**src/rtl/uart_pkg.sv**
```systemverilog
// uart_pkg: types and helpers shared by the UART receive and transmit blocks.
//   uart_state_t : one-hot receiver states IDLE/START/DATA/STOP
//   uart_frame_t : one 8N1 frame as it appears on the wire. Bit 0 is the start bit,
//                  bits 8:1 are the payload (LSB first) and bit 9 is the stop bit.
//   baud_width() : clock cycles per line bit
package uart_pkg;

  localparam int DATA_BITS = 8;

  typedef enum logic [3:0] {
    ST_IDLE  = 4'b0001,
    ST_START = 4'b0010,
    ST_DATA  = 4'b0100,
    ST_STOP  = 4'b1000
  } uart_state_t;

  typedef struct packed {
    logic                 stop_bit;
    logic [DATA_BITS-1:0] payload;
    logic                 start_bit;
  } uart_frame_t;

  function automatic int baud_width(input int clock, input int baud);
    return clock / baud;
  endfunction

endpackage

```
**src/rtl/uart_sync.sv**
```systemverilog
// uart_sync: two-flop synchronizer for an asynchronous single-bit input.
//   clk : sampling clock
//   rst : synchronous active-high reset; both flops load RESET_VAL
//   d   : asynchronous input
//   q   : synchronized output, two cycles behind d
module uart_sync #(
  parameter logic RESET_VAL = 1'b1
) (
  input  logic clk,
  input  logic rst,
  input  logic d,
  output logic q
);

  logic meta_reg;
  logic sync_reg;

  always_ff @(posedge clk) begin
    if (rst) begin
      meta_reg <= RESET_VAL;
      sync_reg <= RESET_VAL;
    end else begin
      meta_reg <= d;
      sync_reg <= meta_reg;
    end
  end

  assign q = sync_reg;

endmodule

```
**src/rtl/uart_rx.sv**
```systemverilog
// uart_rx: 8N1 UART receiver with a one-entry valid/ready output buffer.
//   clk        : single clock, all logic on posedge
//   rst        : synchronous active-high reset
//   rx         : asynchronous serial line, idle high
//   data_out   : received byte, stable while data_valid is high
//   data_valid : byte available, held until accepted
//   data_ready : consumer accept; transfer when data_valid && data_ready
//   frame_err  : one-cycle pulse when the stop bit is sampled low (byte discarded)
//   overrun    : one-cycle pulse when a byte completes while the buffer is full (byte dropped)
//   rx_busy    : high whenever the receiver is not idle
// The far-end transmitter sends the payload inverted; INVERT_PAYLOAD=1 undoes that.
module uart_rx
  import uart_pkg::*;
#(
  parameter int BAUD_RATE      = 115_200,
  parameter int CLOCK_SPEED    = 50_000_000,
  parameter bit INVERT_PAYLOAD = 1'b1
) (
  input  logic                 clk,
  input  logic                 rst,
  input  logic                 rx,
  output logic [DATA_BITS-1:0] data_out,
  output logic                 data_valid,
  input  logic                 data_ready,
  output logic                 frame_err,
  output logic                 overrun,
  output logic                 rx_busy
);

  localparam int BAUD_WIDTH = baud_width(CLOCK_SPEED, BAUD_RATE);
  localparam int HALF_WIDTH = BAUD_WIDTH / 2;
  localparam int CNT_W      = $clog2(BAUD_WIDTH);
  localparam logic [CNT_W-1:0] BAUD_LAST = CNT_W'(BAUD_WIDTH - 1);
  localparam logic [CNT_W-1:0] HALF_LAST = CNT_W'(HALF_WIDTH - 1);
  localparam logic [2:0]       LAST_BIT  = 3'(DATA_BITS - 1);

  logic                 rx_s;
  uart_state_t          state_reg, state_next;
  logic [CNT_W-1:0]     cnt_reg;
  logic [2:0]           bit_idx_reg;
  logic [DATA_BITS-1:0] shift_reg;
  logic                 armed_reg;
  logic [DATA_BITS-1:0] data_out_reg;
  logic                 data_valid_reg;
  logic                 frame_err_reg;
  logic                 overrun_reg;
  logic                 rx_busy_reg;

  logic                 sample;
  logic                 stop_good;
  logic                 stop_bad;
  logic [DATA_BITS-1:0] payload;

  uart_sync #(.RESET_VAL(1'b1)) u_sync (
    .clk (clk),
    .rst (rst),
    .d   (rx),
    .q   (rx_s)
  );

  // Next state; 'sample' marks the cycle in which rx_s is taken as the bit value.
  always_comb begin
    state_next = state_reg;
    sample     = 1'b0;
    case (state_reg)
      ST_IDLE: begin
        // A start is only accepted after the line has been seen high, so a
        // held-low line (break) does not produce repeated framing errors.
        if (armed_reg && !rx_s) state_next = ST_START;
      end
      ST_START: begin
        if (cnt_reg == HALF_LAST) begin
          sample     = 1'b1;
          state_next = rx_s ? ST_IDLE : ST_DATA;
        end
      end
      ST_DATA: begin
        if (cnt_reg == BAUD_LAST) begin
          sample = 1'b1;
          if (bit_idx_reg == LAST_BIT) state_next = ST_STOP;
        end
      end
      ST_STOP: begin
        if (cnt_reg == BAUD_LAST) begin
          sample     = 1'b1;
          state_next = ST_IDLE;
        end
      end
      default: state_next = ST_IDLE;
    endcase
  end

  assign stop_good = (state_reg == ST_STOP) && sample && rx_s;
  assign stop_bad  = (state_reg == ST_STOP) && sample && !rx_s;
  assign payload   = INVERT_PAYLOAD ? ~shift_reg : shift_reg;

  always_ff @(posedge clk) begin
    if (rst) begin
      state_reg      <= ST_IDLE;
      cnt_reg        <= '0;
      bit_idx_reg    <= '0;
      shift_reg      <= '0;
      armed_reg      <= 1'b0;
      data_out_reg   <= '0;
      data_valid_reg <= 1'b0;
      frame_err_reg  <= 1'b0;
      overrun_reg    <= 1'b0;
      rx_busy_reg    <= 1'b0;
    end else begin
      state_reg <= state_next;

      // Counter restarts on every state change and after every mid-bit sample.
      if (state_reg == ST_IDLE || state_next != state_reg || sample)
        cnt_reg <= '0;
      else
        cnt_reg <= cnt_reg + 1'b1;

      if (state_reg == ST_START && sample)
        bit_idx_reg <= '0;
      else if (state_reg == ST_DATA && sample)
        bit_idx_reg <= bit_idx_reg + 1'b1;

      // LSB arrives first: shift right, new bit enters at the MSB.
      if (state_reg == ST_DATA && sample)
        shift_reg <= {rx_s, shift_reg[DATA_BITS-1:1]};

      if (stop_bad)
        armed_reg <= 1'b0;
      else if (rx_s)
        armed_reg <= 1'b1;

      frame_err_reg <= stop_bad;
      overrun_reg   <= 1'b0;

      // One-entry buffer: a same-cycle accept frees the slot for the new byte.
      if (stop_good && (!data_valid_reg || data_ready)) begin
        data_out_reg   <= payload;
        data_valid_reg <= 1'b1;
      end else if (stop_good) begin
        overrun_reg <= 1'b1;
      end else if (data_valid_reg && data_ready) begin
        data_valid_reg <= 1'b0;
      end

      rx_busy_reg <= (state_next != ST_IDLE);
    end
  end

  assign data_out   = data_out_reg;
  assign data_valid = data_valid_reg;
  assign frame_err  = frame_err_reg;
  assign overrun    = overrun_reg;
  assign rx_busy    = rx_busy_reg;

endmodule
```
**config.mk**
```make
export PLATFORM = sky130hd
export DESIGN_NAME = uart_rx
export DESIGN_NICKNAME = d
export VERILOG_FILES = /design/src/rtl/uart_pkg.sv /design/src/rtl/uart_sync.sv /design/src/rtl/uart_rx.sv
export SDC_FILE = /design/constraint.sdc
export NUM_CORES = 1
export LEC_CHECK = 0
export BUFFER_PORTS_ARGS = -buffer_cell sky130_fd_sc_hd__buf_2
export CAP_MARGIN = 20
export CELL_PAD_IN_SITES_DETAIL_PLACEMENT = 1
export CELL_PAD_IN_SITES_GLOBAL_PLACEMENT = 2
export CORE_MARGIN = 3
export CORE_UTILIZATION = 36
export CTS_CLUSTER_DIAMETER = 120
export DETAILED_ROUTE_END_ITERATION = 8
export GPL_ROUTABILITY_DRIVEN = 0
export PLACE_DENSITY_LB_ADDON = 0.2
export RECOVER_POWER = 100
export REMOVE_ABC_BUFFERS = 1
export SLEW_MARGIN = 20
export SYNTH_ARGS = -nofsm -noshare
export SYNTH_HDL_FRONTEND = slang
export SYNTH_HIERARCHICAL = 1
export SYNTH_SLANG_ARGS = --single-unit
export TNS_END_PERCENT = 10
```
**constraint.sdc**
```tcl
create_clock -name clk -period 2 [get_ports clk]
set_input_delay 0.1 -clock clk [delete_from_list [all_inputs] [get_ports clk]]
set_output_delay 0.1 -clock clk [all_outputs]
set_load 0.02 [all_outputs]
```
# Word-level counts from Yosys, hierarchy flattened
# Cells that the tools add are included.
# classes
add_sub_neg	2
eq_ne	10
muxes	14
n_bitwise	1
reduce_logical	20
# ops
op	n
$mux 4	5
$pmux 4 s4	1
$reduce_or 2->1	5
$add 9x1->9 const B	1
$eq 9x8->1 const B	1
$eq 9x9->1 const B	1
$logic_and 1x1->1	8
$not 8->8	1
$mux 1	6
$eq 4x1->1 const B	1
$eq 4x2->1 const B	1
$eq 4x3->1 const B	1
$eq 4x4->1 const B	1
$ne 4x1->1 const B	1
$ne 4x4->1	1
$add 3x1->3 const B	1
$eq 3x3->1 const B	1
$logic_or 1x1->1	3
$mux 3	1
$logic_not 1->1	2
$ne 2x1->1 const B	1
$pmux 1 s2	1
$reduce_and 2->1	1
$reduce_bool 2->1	1
# word_totals
regBits	39
in_bits	4
output_inout_bits	12

# Logic depth before layout (Yosys ltp)
# Gate-level depths: netlist of run 1.
# depth
word_depth	8
depth_mapped	9
ltp_nobuf	7

# Hierarchy
# Netlist of run 1, hierarchy kept.
# by_module_without_submodules
mod	n_inst	cells_each	area_each_um2
uart_rx	1	180	1645.3
uart_sync	1	4	52.6

# Worst setup path before layout of run 1
# Ideal clock, no wire load.
# synth_timing
path_kind	reg-to-reg
from	register cnt_reg[0]
to	register cnt_reg[2]
setup_ns	0.067
arrival_ns	1.660
path_slack_ns	0.273
path_stages_with_launch	9
path_buffers	1
synth_period_minus_slack_ns	1.727
cell_sequence	dfxtp_1 inv_1 ha_1 nor3b_1 and4_1 buf_2 a221oi_2 o2111ai_4 nor2_1
# synth_via
elab_chain_cells	7
word_cells_on_any_way	14
classes_between	1 x add/sub; 3 x eq/ne; 7 x mux; 3 x reduce/logical
# synth_lines
element	line_no	source
start, declared	uart_rx.sv:39	logic [CNT_W-1:0] cnt_reg;
start signal, assigned	uart_rx.sv:116	cnt_reg <= cnt_reg + 1'b1;
$eq 9x9->1 / $eq 9x8->1 (equally long branches)	uart_rx.sv:78, uart_rx.sv:84, uart_rx.sv:72	
$mux 4 (on tied branches)	uart_rx.sv:84, uart_rx.sv:72, uart_rx.sv:78	
$pmux 4 s4	uart_rx.sv:65	case (state_reg)
$ne 4x4->1	uart_rx.sv:113	if (state_reg == ST_IDLE || state_next != state_reg || sample)
$logic_or 1x1->1 (2 in a row)	uart_rx.sv:113	
$reduce_or 2->1 (no source line)	n/a	
# Several ways; a longest one is shown, not always the timed one.
# A chain may end at the register's enable or synchronous reset.

# Final worst setup path of run 1
# layout_timing
from	register state_reg[1]
to	register cnt_reg[2]
# layout_via
elab_chain_cells	7
word_cells_on_any_way	16
classes_between	5 x eq/ne; 7 x mux; 4 x reduce/logical
# layout_lines
element	line_no	source
start, declared	uart_rx.sv:38	uart_state_t state_reg, state_next;
start signal, assigned	uart_rx.sv:110	state_reg <= state_next;
$mux 4	uart_rx.sv:80	if (bit_idx_reg == LAST_BIT) state_next = ST_STOP;
$mux 4	uart_rx.sv:78	if (cnt_reg == BAUD_LAST) begin
$pmux 4 s4	uart_rx.sv:65	
$ne 4x4->1	uart_rx.sv:113	
$logic_or 1x1->1	uart_rx.sv:113	
$logic_or 1x1->1 (*)	uart_rx.sv:113	
$reduce_or 2->1 (no source line) (*)	n/a	
# Every way passes the cells marked *; elsewhere a longest branch is shown, timed or not.

==> results of run 1 <==
## layout make-up
cell class | instances | area [um2]
clock buffers | 5 | 68.8
clock inverters | 3 | 43.8
fillers | 529 | 2510
inverters | 6 | 22.5
multi-input cells | 125 | 825
flip-flops and latches | 39 | 783
well taps | 52 | 65.1
repair buffers | 24 | 129
## logic make-up after synthesis
| group | after synthesis | synth area share (%) |
|---|---|---|
| AOI/OAI and AO/OA | 30 | 13.3 |
| xor gates and xnor gates | 9 | 4.64 |
| adders and majority gates | 5 | 3.68 |
| buffers and inverters | 20 | 6.26 |
| DFF | 39 | 46.0 |
| muxes | 3 | 1.77 |
| and+or+nand+nor | 78 | 24.4 |
## worst max-delay path, delay by kind of cell (launching register included)
family,cells,cell delay (ns)
DFF,1,0.42
AOI/OAI and AO/OA,3,0.81
and+or+nand+nor,2,0.56
## cells in the final DEF (no fill, tap or decap), drive strengths merged, types with 2 or more instances in the layout
cell type / count
clkinv: 2
nand2: 15
dlygate4sd3: 2
and2: 2
nand3: 15
buf: 8
mux2i: 3
and4: 2
a211oi: 9
a22oi: 2
dfxtp: 39
and3: 2
nor2: 24
xnor2: 3
nor3: 7
xor2: 6
clkbuf: 19
ha: 5
or2: 2
a221oi: 2
a21oi: 12
nor4b: 3
inv: 6
## routing by layer
| layer | global-route usage (%) | vias to the layer above | part of all wire (%) |
|---|---|---|---|
| met4 | 5.53 | 0 | 1.5 |
| met1 | 19.4 | 648 | 47 |
| met3 | 4.41 | 6 | 3.8 |
| met5 | 0 | - | 0 |
| met2 | 23.1 | 21 | 48 |
| li1 | - | 667 | - |
## worst max path at each step
| stage | start | to | slack, ns |
|---|---|---|---|
| after floorplan | state_reg[2]$_SDFF_PP0_ | bit_idx_reg[0]$_SDFFE_PP0P_ | -0.34 |
| after global placement | state_reg[3]$_SDFF_PP0_ | cnt_reg[7]$_SDFF_PP0_ | 0.20 |
| after detailed placement | state_reg[3]$_SDFF_PP0_ | cnt_reg[2]$_SDFF_PP0_ | 0.1 |
| after CTS | bit_idx_reg[0]$_SDFFE_PP0P_ | cnt_reg[2]$_SDFF_PP0_ | 0.07 |
| after global routing | state_reg[2]$_SDFF_PP0_ | bit_idx_reg[0]$_SDFFE_PP0P_ | -0.0008 |
| final | state_reg[1]$_SDFF_PP0_ | cnt_reg[2]$_SDFF_PP0_ | 0.15 |
## report_power, final
group	leakage [nW]	switching (W)	internal, W
sequential	0.315	0.00000402	0.000780
combinational	0.292	0.0000181	0.0000123
clock	0.0581	0.000283	0.000371
## per-stage QoR
stage                     instances  hold slack [ns]
after floorplan                 170            0.169
after global placement          244            0.281
after detailed placement        244            0.288
after CTS                       254            0.122
after global routing            254            0.138
final                           254            0.133
## what timing repair did
| action | 4_1_cts | 5_1_grt |
|---|---|---|
| endpoints found under the hold margin | 2 | 0 |
| resized for setup | 0 | 5 |
| hold buffers | 2 | 0 |
| buffers inserted | 0 | 0 |
| setup endpoints to repair | 0 | 11 |
==> impl_metrics.toml, run 1 <==
[run_status]
status = "complete, no violations"

[route]
route.detailed.drc = 0
wl_per_cell_um = 14.5
drt_pass1_iterations = 4
postRouteAntennaNets = 0
wl_um = 3690
drt_iter0_markers = 93
dr_total_vias = 1342
via_per_inst = 5.28

[logic_synthesis]
syn_avg_cell_area_um2 = 9.23
syn_inst = 184
synth.top_cell.area_share_pct = 46.0
ys_seq_area_share_pct = 46.0
yosys-top-cells-area = "dfxtp_1 (46%), nor2_1 (5.1%), nand3_1 (4.4%), a211oi_1 (4.0%), ha_1 (3.7%)"
yosysWarnings = 6
synth_flop_cell = "dfxtp_1"
async_flop_share_pct = 0
yosys_register_bits = 39
synth_edf_count = 0
syn_area_um2 = 1700
yosysMostFrequentCell = "dfxtp_1"
synthTopCellsByCount = "dfxtp_1 (39), nor2_1 (23), nand2_1 (15), nand3_1 (15), a21oi_1 (12)"
yosysTopAreaCell = "dfxtp_1"
synth.distinct_cells = 39

[timing]
setup_viol = 0
slew_violations = 0
fin_skew_ns = 0.00806
slew_headroom_pct = 68.9
rsz0062_at_grt = "yes"
finalSetupTns_ns = 0
worst_pin_slew_ns = 0.466
fin_ws_ns = 0.150
fin_crit_sh_pct = 92.5
hold_viol = 0
fmax_mhz = 541
period_needed_ns = 1.85

[worst_hold_path]
hold_end = "overrun$_SDFF_PP0_"
min_from = "data_ready"
worstHoldPathType = "in -> reg"
hold_depth = 3

[cells_and_area]
layout.nets = 210
final_cell_area_um2 = 1940
antenna_cells = 0
drive_above_1_share_pct = 13.4
area_delta_synth_final_pct = 14.1
largest_reg_flops = 9
final_core_util_pct = 43.6

[floorplan]
io_pins = 16
core_area_um2 = 4440
die_h_um = 74.7
initial_core_util_pct = 38.2
core.rowCount = 24
dieArea_um2 = 5580
die_w_um = 74.7

[critical_path]
worst-setup-path-type = "reg -> reg"
crit_required_ns = 2.22
cp_slowest_cell = "dfxtp_1"
ff2ff_path_depth = 5
cp-start-kind = "register"
reg2reg_slack_ns = 0.15
endpoint_kind = "register"
r2r-end = "cnt_reg[2]$_SDFF_PP0_"
cp_max_fo = 9
crit_chain = "nor4b_4 > o21ai_1 > a221oi_2 > o2111ai_4 > nor2_1"
reg2reg_from = "state_reg[1]$_SDFF_PP0_"
arrival_ns = 2.07
slowest_delay_ns = 0.42

[global_routing]
grt_max_degree = 29
antenna_found_initial = 0
grt_pass1_vias = 1365
grtUsageTotal_pct = 14.8
grt_pass1_wl_um = 6240
gr-total-overflow = 0

[clocking]
clk_latency_ns = 0.30
htree_levels = 2
cts_sinks = 39
clockRootBuffer = "clkbuf_8"
ctsLongestPathBuffers = 2
clk_pin_slew_ns = 0.08
cts_tree = "built"
numCtsBuffers = 5

[run]
cap_violations = 0

[placed_design]
portBuffers = 15
dpl.hpwl_um = 2690
dp_slack_ns = 0.0950
placed_area_um2 = 1810

[pwr]
leakagePower_nw = 0.665
total_power_w = 0.00147
p_per_area_nw_per_um2 = 758
irDropWorstVdd_v = 0.000384
Power figures use the tool's default switching activity.
==> run 2: changes to the inputs <==
- REMOVE_ABC_BUFFERS: 1 -> not set
==> run 2 against run 1 <==
Clock-buffer cell count is 1 higher. Worst hold slack lost 0.010 ns. Register-to-register slack barely moved. Largest power group unchanged. Highest routed layer unchanged.
==> impl_metrics.toml, run 2 (synthesized netlist as in run 1, its figures left out) <==
[run_status]
status = "complete, no violations"

[cells_and_area]
layout_common_cells = "dfxtp_1 (38), nor2_1 (23), nand3_1 (15)"
layout_commonest_cell = "dfxtp_1"
antenna_cells = 0
drive_above_1_share_pct = 12.4
multi_input_area_um2 = 813
largest_reg_flops = 9
nFillCells = 543
layout.cells.non_filler = 254
area_delta_synth_final_pct = 11.3
seq_area_um2 = 782
layout.nets = 210

[global_routing]
grt_pass1_wl_um = 6220
top_usage_layer = "met2"
antenna_found_initial = 0
grt_pass1_vias = 1341
met1_usage_pct = 19.3
grt_use_met2_pct = 23.2
met3_usage_pct = 4.01
gr-total-overflow = 0
grt_max_degree = 30
grtUsageTotal_pct = 14.7

[pwr]
p_per_area_nw_per_um2 = 703
irDropWorstVdd_v = 0.000350
leakagePower_nw = 0.648
total_power_w = 0.00133

[floorplan]
dieArea_um2 = 5580
die_h_um = 74.7
io_pins = 16
initial_core_util_pct = 38.2
core_area_um2 = 4440
core.rowCount = 24
die_w_um = 74.7

[critical_path]
endpoint_kind = "register"
cp_max_fo = 9
reg2reg_from = "state_reg[2]$_SDFF_PP0_"
critical_path.top_delay_family = "compound AO/OA/AOI/OAI gates"
crit_required_ns = 2.22
arrival_ns = 2.08
cp-start-kind = "register"
path_buf_inv = 0
worst-setup-path-type = "reg -> reg"
worstSetupStartpoint = "state_reg[2]$_SDFF_PP0_"
slowest_delay_ns = 0.42
crit_path_frequent_cell = "nor2_1"
crit_chain = "nor2_1 > a22oi_1 > a221oi_2 > o2111ai_4 > nor2_1"
cp_slowest_cell = "dfxtp_1"

[route]
drt_pass1_iterations = 4
postRouteAntennaNets = 0
dr_total_vias = 1323
route.detailed.drc = 0
wl_um = 3700
via_per_inst = 5.21
drt_iter0_markers = 86
wl_per_cell_um = 14.6

[timing]
period_needed_ns = 1.86
worst_pin_slew_ns = 0.503
fin_ws_ns = 0.141
setup_viol = 0
slew_headroom_pct = 66.0
finalSetupTns_ns = 0
rsz0062_at_grt = "yes"
hold_viol = 0
fin_skew_ns = 0.00717
fmax_mhz = 538
fin_crit_sh_pct = 92.9
slew_violations = 0

[placed_design]
portBuffers = 15
dpl.hpwl_um = 2750
placedCellCount = 245
dp_slack_ns = 0.111

[worst_hold_path]
worstHoldPathType = "in -> reg"
min_from = "data_ready"

[clocking]
clk_pin_slew_ns = 0.08
htree_levels = 2
clockRootBuffer = "clkbuf_8"
cts_sinks = 39
post_cts_buffers = 0
clk_latency_ns = 0.29
cts_tree = "built"
numCtsBuffers = 5
ctsLongestPathBuffers = 2

[run]
cap_violations = 0

[logic_synthesis]
syn_nets = 193
-- run 2: layout make-up --
class	instances	share of cell area, %
clock buffers	6	3.84
repair buffers	24	6.42
clock inverters	2	0.662
flip-flops and latches	39	41.4
inverters	6	1.19
well taps	52	3.44
multi-input cells	125	43.0
-- run 2: metal layers --
metal	part of all wire (%)	wire length, um
met1	49	1830
met2	46	1720
met3	2.6	97
met4	1.5	57
met5	0	0
-- run 2: metrics by stage --
stage	util, %	cell area (um2)	hold WS, ns
global placement	40.8	1810	0.282
global route	42.5	1890	0.150
finish	42.5	1890	0.123
detailed placement	40.8	1810	0.286
floorplan	-	1700	0.197
CTS	43.0	1910	0.117
-- run 2: path summary, 6_finish.rpt --
check	end	cells past startpoint	slack, ns
max	cnt_reg[3]$_SDFF_PP0_	5	0.14
min	overrun$_SDFF_PP0_	3	0.12
max reg2reg	cnt_reg[3]$_SDFF_PP0_	5	0.14
min reg2reg	u_sync/q$_SDFF_PP1_	1	0.41
-- run 2: worst register-to-register path, cell delays in order, from the launching register on --
cell and delay [ns]:
dfxtp_1 0.42, nor2_1 0.37, a22oi_1 0.22, a221oi_2 0.38, o2111ai_4 0.24, nor2_1 0.15
-- run 2: timing repair --
action                                 in CTS  in global routing
setup endpoints to repair                   0                 12
endpoints found under the hold margin       1                  0
hold buffers                                1                  0
gates resized for setup                     0                  2
-- run 2: power breakdown --
part	switching [W]	internal, W	total [W]	leakage [nW]
Sequential	0.00000415	0.000780	0.000784	0.315
Combinational	0.0000169	0.0000112	0.0000281	0.292
Clock	0.000272	0.000244	0.000516	0.0412
Total	0.000293	0.00104	0.00133	0.648
